$ cat src/rtl/orange_pkg.sv
// Shared definitions for the coin feeder and the vending machine it drives:
// FSM state encoding, coin-type encoding and default coin values.
package orange_pkg;

  // FSM state encoding, also exported on the debug state output
  typedef logic [2:0] state_t;

  localparam state_t ST_IDLE      = 3'd0;
  localparam state_t ST_SEND      = 3'd1;
  localparam state_t ST_GAP       = 3'd2;
  localparam state_t ST_WAIT_DISP = 3'd3;
  localparam state_t ST_DONE      = 3'd4;
  localparam state_t ST_FAIL      = 3'd5;

  // Coin-type encoding on the coin_type line
  localparam logic COIN_LO = 1'b0;
  localparam logic COIN_HI = 1'b1;

  // Default coin values and price, shared so both ends agree
  localparam int DEF_LO_VAL = 5;
  localparam int DEF_HI_VAL = 10;
  localparam int DEF_PRICE  = 15;

  // Every state except IDLE counts as busy
  function automatic logic state_is_busy(input state_t s);
    return s != ST_IDLE;
  endfunction

endpackage

$ cat src/rtl/coin_feeder_if.sv
// Payment/coin bus between the coin feeder and its environment.
// The feeder takes the master view; the environment (wallet, vending
// machine, bench) takes the slave view.
interface coin_feeder_if #(
  parameter int CNT_W = 4,
  parameter int AMT_W = 8
);
  // Payment request and wallet contents
  logic             start;
  logic [CNT_W-1:0] hi_avail;
  logic [CNT_W-1:0] lo_avail;
  // Dispense indication from the vending machine
  logic             is_dispensed;
  // Coin strobe toward the vending machine
  logic             coin_valid;
  logic             coin_type;
  // Status
  logic             busy;
  logic             done;
  logic             fail;
  logic [AMT_W-1:0] paid;
  logic [2:0]       state;

  modport master (
    input  start, hi_avail, lo_avail, is_dispensed,
    output coin_valid, coin_type, busy, done, fail, paid, state
  );

  modport slave (
    output start, hi_avail, lo_avail, is_dispensed,
    input  coin_valid, coin_type, busy, done, fail, paid, state
  );
endinterface

$ cat src/rtl/coin_select.sv
// Combinational coin chooser: given the remaining amount and the coins
// left in the wallet, pick the next coin to send (or none).
module coin_select
  import orange_pkg::*;
#(
  parameter int CNT_W  = 4,
  parameter int AMT_W  = 8,
  parameter int LO_VAL = DEF_LO_VAL,
  parameter int HI_VAL = DEF_HI_VAL
) (
  input  logic [AMT_W-1:0] i_rem,
  input  logic [CNT_W-1:0] i_hi,
  input  logic [CNT_W-1:0] i_lo,
  output logic             o_send,
  output logic             o_type,
  output logic [AMT_W-1:0] o_value
);

  localparam logic [AMT_W-1:0] LO_AMT = AMT_W'(LO_VAL);
  localparam logic [AMT_W-1:0] HI_AMT = AMT_W'(HI_VAL);

  // Prefer a high coin that does not overshoot, then low coins, then an
  // overpaying high coin; with an empty wallet nothing is sent.
  always_comb begin
    o_send  = 1'b0;
    o_type  = COIN_LO;
    o_value = '0;
    if ((i_rem >= HI_AMT) && (i_hi != '0)) begin
      o_send  = 1'b1;
      o_type  = COIN_HI;
      o_value = HI_AMT;
    end else if (i_lo != '0) begin
      o_send  = 1'b1;
      o_type  = COIN_LO;
      o_value = LO_AMT;
    end else if (i_hi != '0) begin
      o_send  = 1'b1;
      o_type  = COIN_HI;
      o_value = HI_AMT;
    end
  end

endmodule

$ cat src/rtl/coin_feeder.sv
// Coin feeder: latches a wallet on start, strobes coins one at a time with
// an idle cycle between them until the price is covered, then waits a
// bounded time for the machine to dispense and reports done or fail.
// All outputs come straight from registers, so the coin choice is made on
// the transition into SEND and the strobe is visible during SEND itself.
module coin_feeder
  import orange_pkg::*;
#(
  parameter int PRICE   = DEF_PRICE,
  parameter int LO_VAL  = DEF_LO_VAL,
  parameter int HI_VAL  = DEF_HI_VAL,
  parameter int CNT_W   = 4,
  parameter int AMT_W   = 8,
  parameter int TIMEOUT = 8
) (
  input logic           clk,
  input logic           rst,
  coin_feeder_if.master bus
);

  localparam int TMO_W = (TIMEOUT > 1) ? $clog2(TIMEOUT) : 1;
  localparam logic [AMT_W-1:0] PRICE_AMT = AMT_W'(PRICE);
  localparam logic [TMO_W-1:0] TMO_LAST  = TMO_W'(TIMEOUT - 1);

  // State and latched payment context
  state_t           r_state;
  state_t           w_state_next;
  logic [CNT_W-1:0] r_hi;
  logic [CNT_W-1:0] r_lo;
  logic [AMT_W-1:0] r_paid;
  logic [AMT_W-1:0] r_coin_amt;
  logic [TMO_W-1:0] r_tmo;

  // Registered outputs
  logic r_coin_valid;
  logic r_coin_type;
  logic r_busy;
  logic r_done;
  logic r_fail;

  // Coin chooser inputs/outputs
  logic [AMT_W-1:0] w_sel_rem;
  logic [CNT_W-1:0] w_sel_hi;
  logic [CNT_W-1:0] w_sel_lo;
  logic             w_sel_send;
  logic             w_sel_type;
  logic [AMT_W-1:0] w_sel_value;

  logic             w_accept;
  logic             w_sent;
  logic             w_enter_send;
  logic [AMT_W:0]   w_paid_sum;

  assign w_accept     = (r_state == ST_IDLE) && bus.start;
  assign w_sent       = (r_state == ST_SEND) && r_coin_valid;
  assign w_enter_send = (w_state_next == ST_SEND);
  assign w_paid_sum   = {1'b0, r_paid} + {1'b0, r_coin_amt};

  // Chooser sees the view that will hold in SEND: fresh wallet from IDLE,
  // latched counts and current total when coming back from GAP.
  always_comb begin
    if (r_state == ST_IDLE) begin
      w_sel_rem = PRICE_AMT;
      w_sel_hi  = bus.hi_avail;
      w_sel_lo  = bus.lo_avail;
    end else begin
      w_sel_rem = PRICE_AMT - r_paid;
      w_sel_hi  = r_hi;
      w_sel_lo  = r_lo;
    end
  end

  coin_select #(
    .CNT_W  (CNT_W),
    .AMT_W  (AMT_W),
    .LO_VAL (LO_VAL),
    .HI_VAL (HI_VAL)
  ) u_coin_select (
    .i_rem   (w_sel_rem),
    .i_hi    (w_sel_hi),
    .i_lo    (w_sel_lo),
    .o_send  (w_sel_send),
    .o_type  (w_sel_type),
    .o_value (w_sel_value)
  );

  // Next-state logic; dispense takes priority over timeout expiry
  always_comb begin
    w_state_next = r_state;
    case (r_state)
      ST_IDLE:      if (bus.start) w_state_next = ST_SEND;
      ST_SEND:      w_state_next = r_coin_valid ? ST_GAP : ST_FAIL;
      ST_GAP:       w_state_next = (r_paid >= PRICE_AMT) ? ST_WAIT_DISP : ST_SEND;
      ST_WAIT_DISP: begin
        if (bus.is_dispensed)       w_state_next = ST_DONE;
        else if (r_tmo == TMO_LAST) w_state_next = ST_FAIL;
      end
      ST_DONE:      w_state_next = ST_IDLE;
      ST_FAIL:      w_state_next = ST_IDLE;
      default:      w_state_next = ST_IDLE;
    endcase
  end

  // State register plus busy/done/fail flags derived from the next state
  always_ff @(posedge clk or negedge rst) begin
    if (!rst) begin
      r_state <= ST_IDLE;
      r_busy  <= 1'b0;
      r_done  <= 1'b0;
      r_fail  <= 1'b0;
    end else begin
      r_state <= w_state_next;
      r_busy  <= state_is_busy(w_state_next);
      r_done  <= (w_state_next == ST_DONE);
      r_fail  <= (w_state_next == ST_FAIL);
    end
  end

  // Coin strobe: decided on entry to SEND so it is registered during SEND
  always_ff @(posedge clk or negedge rst) begin
    if (!rst) begin
      r_coin_valid <= 1'b0;
      r_coin_type  <= COIN_LO;
      r_coin_amt   <= '0;
    end else if (w_enter_send && w_sel_send) begin
      r_coin_valid <= 1'b1;
      r_coin_type  <= w_sel_type;
      r_coin_amt   <= w_sel_value;
    end else begin
      r_coin_valid <= 1'b0;
      r_coin_type  <= COIN_LO;
    end
  end

  // Wallet counts and running total; total saturates and holds after the payment
  always_ff @(posedge clk or negedge rst) begin
    if (!rst) begin
      r_hi   <= '0;
      r_lo   <= '0;
      r_paid <= '0;
    end else if (w_accept) begin
      r_hi   <= bus.hi_avail;
      r_lo   <= bus.lo_avail;
      r_paid <= '0;
    end else if (w_sent) begin
      if (r_coin_type == COIN_HI) r_hi <= r_hi - 1'b1;
      else                        r_lo <= r_lo - 1'b1;
      r_paid <= w_paid_sum[AMT_W] ? {AMT_W{1'b1}} : w_paid_sum[AMT_W-1:0];
    end
  end

  // Dispense timeout counter, running only while waiting for the machine
  always_ff @(posedge clk or negedge rst) begin
    if (!rst) begin
      r_tmo <= '0;
    end else if (r_state == ST_WAIT_DISP) begin
      r_tmo <= r_tmo + 1'b1;
    end else begin
      r_tmo <= '0;
    end
  end

  assign bus.coin_valid = r_coin_valid;
  assign bus.coin_type  = r_coin_type;
  assign bus.busy       = r_busy;
  assign bus.done       = r_done;
  assign bus.fail       = r_fail;
  assign bus.paid       = r_paid;
  assign bus.state      = r_state;

endmodule
$ cat src/flat_wrapper.sv
// flat-port wrapper written by rule: the top's interface ports become plain ports
module coin_feeder_flat import orange_pkg::*;
#(
  parameter int PRICE   = DEF_PRICE,
  parameter int LO_VAL  = DEF_LO_VAL,
  parameter int HI_VAL  = DEF_HI_VAL,
  parameter int CNT_W   = 4,
  parameter int AMT_W   = 8,
  parameter int TIMEOUT = 8
)
  (clk, rst, bus_start, bus_hi_avail, bus_lo_avail, bus_is_dispensed, bus_coin_valid, bus_coin_type, bus_busy, bus_done, bus_fail, bus_paid, bus_state);
  coin_feeder_if #(.CNT_W(CNT_W), .AMT_W(AMT_W)) bus_i ();
  input logic clk;
  input logic rst;
  input wire logic [$bits(bus_i.start)-1:0] bus_start;
  input wire logic [$bits(bus_i.hi_avail)-1:0] bus_hi_avail;
  input wire logic [$bits(bus_i.lo_avail)-1:0] bus_lo_avail;
  input wire logic [$bits(bus_i.is_dispensed)-1:0] bus_is_dispensed;
  output wire logic [$bits(bus_i.coin_valid)-1:0] bus_coin_valid;
  output wire logic [$bits(bus_i.coin_type)-1:0] bus_coin_type;
  output wire logic [$bits(bus_i.busy)-1:0] bus_busy;
  output wire logic [$bits(bus_i.done)-1:0] bus_done;
  output wire logic [$bits(bus_i.fail)-1:0] bus_fail;
  output wire logic [$bits(bus_i.paid)-1:0] bus_paid;
  output wire logic [$bits(bus_i.state)-1:0] bus_state;
  assign bus_i.start = bus_start;
  assign bus_i.hi_avail = bus_hi_avail;
  assign bus_i.lo_avail = bus_lo_avail;
  assign bus_i.is_dispensed = bus_is_dispensed;
  assign bus_coin_valid = bus_i.coin_valid;
  assign bus_coin_type = bus_i.coin_type;
  assign bus_busy = bus_i.busy;
  assign bus_done = bus_i.done;
  assign bus_fail = bus_i.fail;
  assign bus_paid = bus_i.paid;
  assign bus_state = bus_i.state;
  coin_feeder #(.PRICE(PRICE), .LO_VAL(LO_VAL), .HI_VAL(HI_VAL), .CNT_W(CNT_W), .AMT_W(AMT_W), .TIMEOUT(TIMEOUT)) u_core (.clk(clk), .rst(rst), .bus(bus_i));
endmodule
$ cat config.mk
export PLATFORM = sky130hd
export DESIGN_NAME = coin_feeder_flat
export DESIGN_NICKNAME = d
export VERILOG_FILES = /design/src/rtl/orange_pkg.sv /design/src/rtl/coin_feeder_if.sv /design/src/rtl/coin_select.sv /design/src/rtl/coin_feeder.sv /design/src/flat_wrapper.sv
export SDC_FILE = /design/constraint.sdc
export NUM_CORES = 1
export LEC_CHECK = 0
export CAP_MARGIN = 20
export CORE_ASPECT_RATIO = 0.8
export CORE_MARGIN = 2
export CORE_UTILIZATION = 35
export DETAILED_ROUTE_END_ITERATION = 7
export GPL_TIMING_DRIVEN = 0
export PLACE_DENSITY = 0.6
export SYNTH_ARGS = -nofsm -noshare
export SYNTH_HDL_FRONTEND = slang
export SYNTH_HIERARCHICAL = 1
export SYNTH_SLANG_ARGS = --single-unit
$ cat constraint.sdc
create_clock -name clk -period 4.38 [get_ports clk]
set_input_delay 0.876 -clock clk [delete_from_list [all_inputs] [get_ports clk]]
set_output_delay 0.876 -clock clk [all_outputs]
set_load 0.05 [all_outputs]
==> metrics.txt <==
# TYPE chip_impl_metric gauge
chip_impl_metric{name="n_antenna_cell",unit=""} 0
chip_impl_metric{name="vias_per_cell",unit=""} 4.80
chip_impl_metric{name="layout-drive-gt1-share",unit=""} 0.136
chip_impl_metric{name="ioPinCount",unit=""} 28
chip_impl_metric{name="setup_total_negative_slack",unit="ns"} 0
chip_impl_info{name="crit-reg2reg-capture",value="u_core/r_coin_amt[3]"} 1
chip_impl_metric{name="preCtsSetupSlack",unit="ns"} 1.63
chip_impl_metric{name="synthesis.yosys.warnings",unit=""} 6
chip_impl_metric{name="timing_hold_violations_final",unit=""} 0
chip_impl_metric{name="dp.final_hpwl",unit="microns"} 3320
chip_impl_metric{name="cts_num_sinks",unit=""} 35
chip_impl_metric{name="dpl.cell_count",unit=""} 338
chip_impl_metric{name="dr_total_vias",unit=""} 1660
chip_impl_metric{name="cts_inserted_buffers",unit=""} 5
chip_impl_info{name="final_common_cell",value="dfrtp_1"} 1
chip_impl_metric{name="hold_buffers",unit=""} 0
chip_impl_info{name="hold_start",value="u_core/r_tmo[0]"} 1
chip_impl_metric{name="total_switching_power",unit="mW"} 0.993
chip_impl_metric{name="globalplace.congestion",unit=""} 0.808
chip_impl_metric{name="drv.max_cap_violation_count",unit=""} 0
chip_impl_metric{name="design_area_final",unit="sq mm"} 0.00263
chip_impl_metric{name="core_area",unit="sq mm"} 0.00594
chip_impl_metric{name="maximum_number_of_pins_on_one_net_before_global_route_repair",unit=""} 36
chip_impl_metric{name="slew_headroom",unit=""} 0.485
chip_impl_metric{name="setup_viol",unit=""} 0
chip_impl_metric{name="number_of_global_route_vias_before_repair",unit=""} 1616
chip_impl_metric{name="antenna_violating_nets_post_route",unit=""} 0
chip_impl_metric{name="cellLeakagePower",unit="nW"} 1.20
chip_impl_metric{name="final_core_area_utilization",unit=""} 0.443
chip_impl_metric{name="grt_antenna_before_repair",unit=""} 0
chip_impl_info{name="grt_setup_unrepaired",value="false"} 1
chip_impl_metric{name="avgRoutedWirePerCell",unit="microns"} 13.1
chip_impl_metric{name="placed_area",unit="sq mm"} 0.00253
chip_impl_metric{name="post-route-min-period",unit="ns"} 2.75
chip_impl_info{name="layout_common_cells",value="dfrtp_1 (35), a21oi_1 (31), clkdlybuf4s50_1 (26), nand2_1 (26), nor2_1 (19)"} 1
chip_impl_metric{name="clk_pin_slew_worst_paths",unit="ns"} 0.07
chip_impl_metric{name="ir_worst_vdd",unit="mV"} 0.355
chip_impl_metric{name="avgSynthCellArea",unit="sq um"} 9.49
chip_impl_info{name="holdPathEnd",value="u_core/r_tmo[0]"} 1
chip_impl_info{name="cts.root.buffer_cell",value="clkbuf_8"} 1
chip_impl_metric{name="wirelength",unit="microns"} 4520
chip_impl_info{name="end_kind",value="flop"} 1
chip_impl_metric{name="dr.first_iter.drc_count",unit=""} 92
chip_impl_metric{name="grt.total_usage",unit=""} 0.147
chip_impl_metric{name="hold_worst_slack",unit="ns"} 0.431
chip_impl_info{name="timing_worst_setup_path_type",value="flop to flop"} 1
chip_impl_metric{name="cts.repair.resized",unit=""} 0
chip_impl_metric{name="clk-insertion-delay-late",unit="ns"} 0.29
chip_impl_metric{name="critical_path_peak_fanout",unit=""} 10
chip_impl_info{name="crit_path_cell_trace",value="buf_2 > nor3_2 > clkbuf_1 > o21ai_0 > nor4_2 > nand2_1 > nor4b_1 > buf_4 > mux2_2"} 1
chip_impl_metric{name="setup.reg_to_reg.worst_slack",unit="ns"} 1.63
chip_impl_metric{name="final.period_utilization",unit=""} 0.628
chip_impl_metric{name="final-instance-count-excl-fill",unit=""} 346
chip_impl_metric{name="fmaxAchievable",unit="MHz"} 364
chip_impl_info{name="outcome",value="finished clean"} 1
chip_impl_metric{name="tightest_slew",unit="ns"} 0.773
chip_impl_metric{name="timing.reg2reg.worst_path_depth",unit=""} 9
chip_impl_metric{name="clk_pwr_share",unit=""} 0.123
chip_impl_metric{name="post_synth_inst_count",unit=""} 227
chip_impl_info{name="worstHoldPathType",value="flop to flop"} 1
chip_impl_metric{name="internal_power",unit="mW"} 1.12
chip_impl_metric{name="synthesis.area",unit="sq mm"} 0.00215
chip_impl_metric{name="die_y",unit="microns"} 74.2
chip_impl_metric{name="wire_length_of_the_first_global_routing_pass",unit="microns"} 7670
chip_impl_metric{name="hold-path-cell-count",unit=""} 1
chip_impl_metric{name="clock_skew",unit="ns"} 0.00730
chip_impl_metric{name="max_stage_delay",unit="ns"} 0.42
chip_impl_metric{name="switching_share",unit=""} 0.469
chip_impl_metric{name="seqPwrFrac",unit=""} 0.279
chip_impl_info{name="r2r_start",value="u_core/bus.state[1]"} 1
chip_impl_metric{name="remaining_drc_errors",unit=""} 0
chip_impl_metric{name="power_density",unit="mW/mm^2"} 804
chip_impl_metric{name="first_pass_iters",unit=""} 4
chip_impl_metric{name="report.power.total",unit="mW"} 2.12
chip_impl_metric{name="worst_ep_required_time",unit="ns"} 4.55
chip_impl_metric{name="grt_overflow_total",unit=""} 0
chip_impl_metric{name="critical_path_arrival",unit="ns"} 2.92
chip_impl_info{name="cp-start-kind",value="flop"} 1
chip_impl_info{name="tritoncts_clock_tree",value="yes"} 1
chip_impl_info{name="critical_path.slowest_cell",value="nor4_2"} 1
chip_impl_metric{name="portBuffers",unit=""} 27
chip_impl_metric{name="report.final.slew_viol_count",unit=""} 0
chip_impl_metric{name="maximum_level_of_the_cts_h_tree",unit=""} 2
chip_impl_metric{name="start_util",unit=""} 0.363
chip_impl_metric{name="fin_nets",unit=""} 290
chip_impl_metric{name="clock_tree.buffer_depth",unit=""} 2
chip_impl_metric{name="placementRows",unit=""} 25
chip_impl_metric{name="setup_slack",unit="ns"} 1.63
chip_impl_metric{name="areaGrowthSynthToFinish",unit="%"} 22.2
chip_impl_metric{name="dieWidth",unit="microns"} 91.7
chip_impl_info{name="startpoint",value="u_core/bus.state[1]"} 1
chip_impl_metric{name="count_of_buffers_added_by_post_cts_timing_repair_for_setup",unit=""} 0
chip_impl_metric{name="fp.dieArea",unit="sq mm"} 0.00680
chip_impl_metric{name="p_comb_frac",unit=""} 0.598
power groups by stage:
stage                     clock network, mW  logic (mW)  registers (mW)
after global routing                  0.281        1.41           0.611
after detailed placement                  0        1.26           0.597
after floorplan                           0       0.782           0.764
after global placement                    0        1.25           0.595
after CTS                             0.271        1.27           0.592
final                                 0.260        1.27           0.591
metal layers:
| metal | GRT usage | share of wire |
|---|---|---|
| met1 | 0.199 | 0.50 |
| met2 | 0.233 | 0.43 |
| met3 | 0.0365 | 0.053 |
| met4 | 0.0547 | 0.015 |
| met5 | 0 | 0 |
how the worst max path moves through the flow:
stage,endpoint,slack (ns),cells after the start
detailed placement,u_core/r_coin_amt[2],1.63,8
finish,u_core/r_coin_amt[3],1.63,9
floorplan,u_core/r_coin_amt[0],1.76,9
global placement,u_core/r_coin_amt[1],1.60,1
CTS,u_core/r_coin_amt[2],1.64,9
global route,u_core/r_coin_amt[3],1.47,9
final cells by class:
class | count | area (sq um)
timing repair buffer | 27 | 265
fill | 592 | 3310
buffer | 15 | 96.3
inverter | 9 | 33.8
clock buffer | 8 | 100
tap | 81 | 101
multi-input combinational | 171 | 1160
sequential | 35 | 876
registers in the layout (all words and copies together) (netlist names):
signal / cells
u_core/r_tmo: 3
u_core/r_hi: 4
u_core/bus.coin_valid: 1
u_core/bus.paid: 8
u_core/bus.busy: 1
u_core/bus.done: 1
u_core/bus.state: 3
u_core/r_lo: 4
u_core/r_coin_amt: 8
u_core/bus.coin_type: 1
u_core/bus.fail: 1
worst max-delay path: cells and delay by family, from the launching register on:
family	cells	cell delay [ns]
multiplexers	1	0.27
AND/OR/NAND/NOR	4	0.99
buffers and inverters	3	0.79
AO/OA/AOI/OAI	1	0.17
flip-flops	1	0.41
No activity file was read; power rests on OpenSTA's default activity.
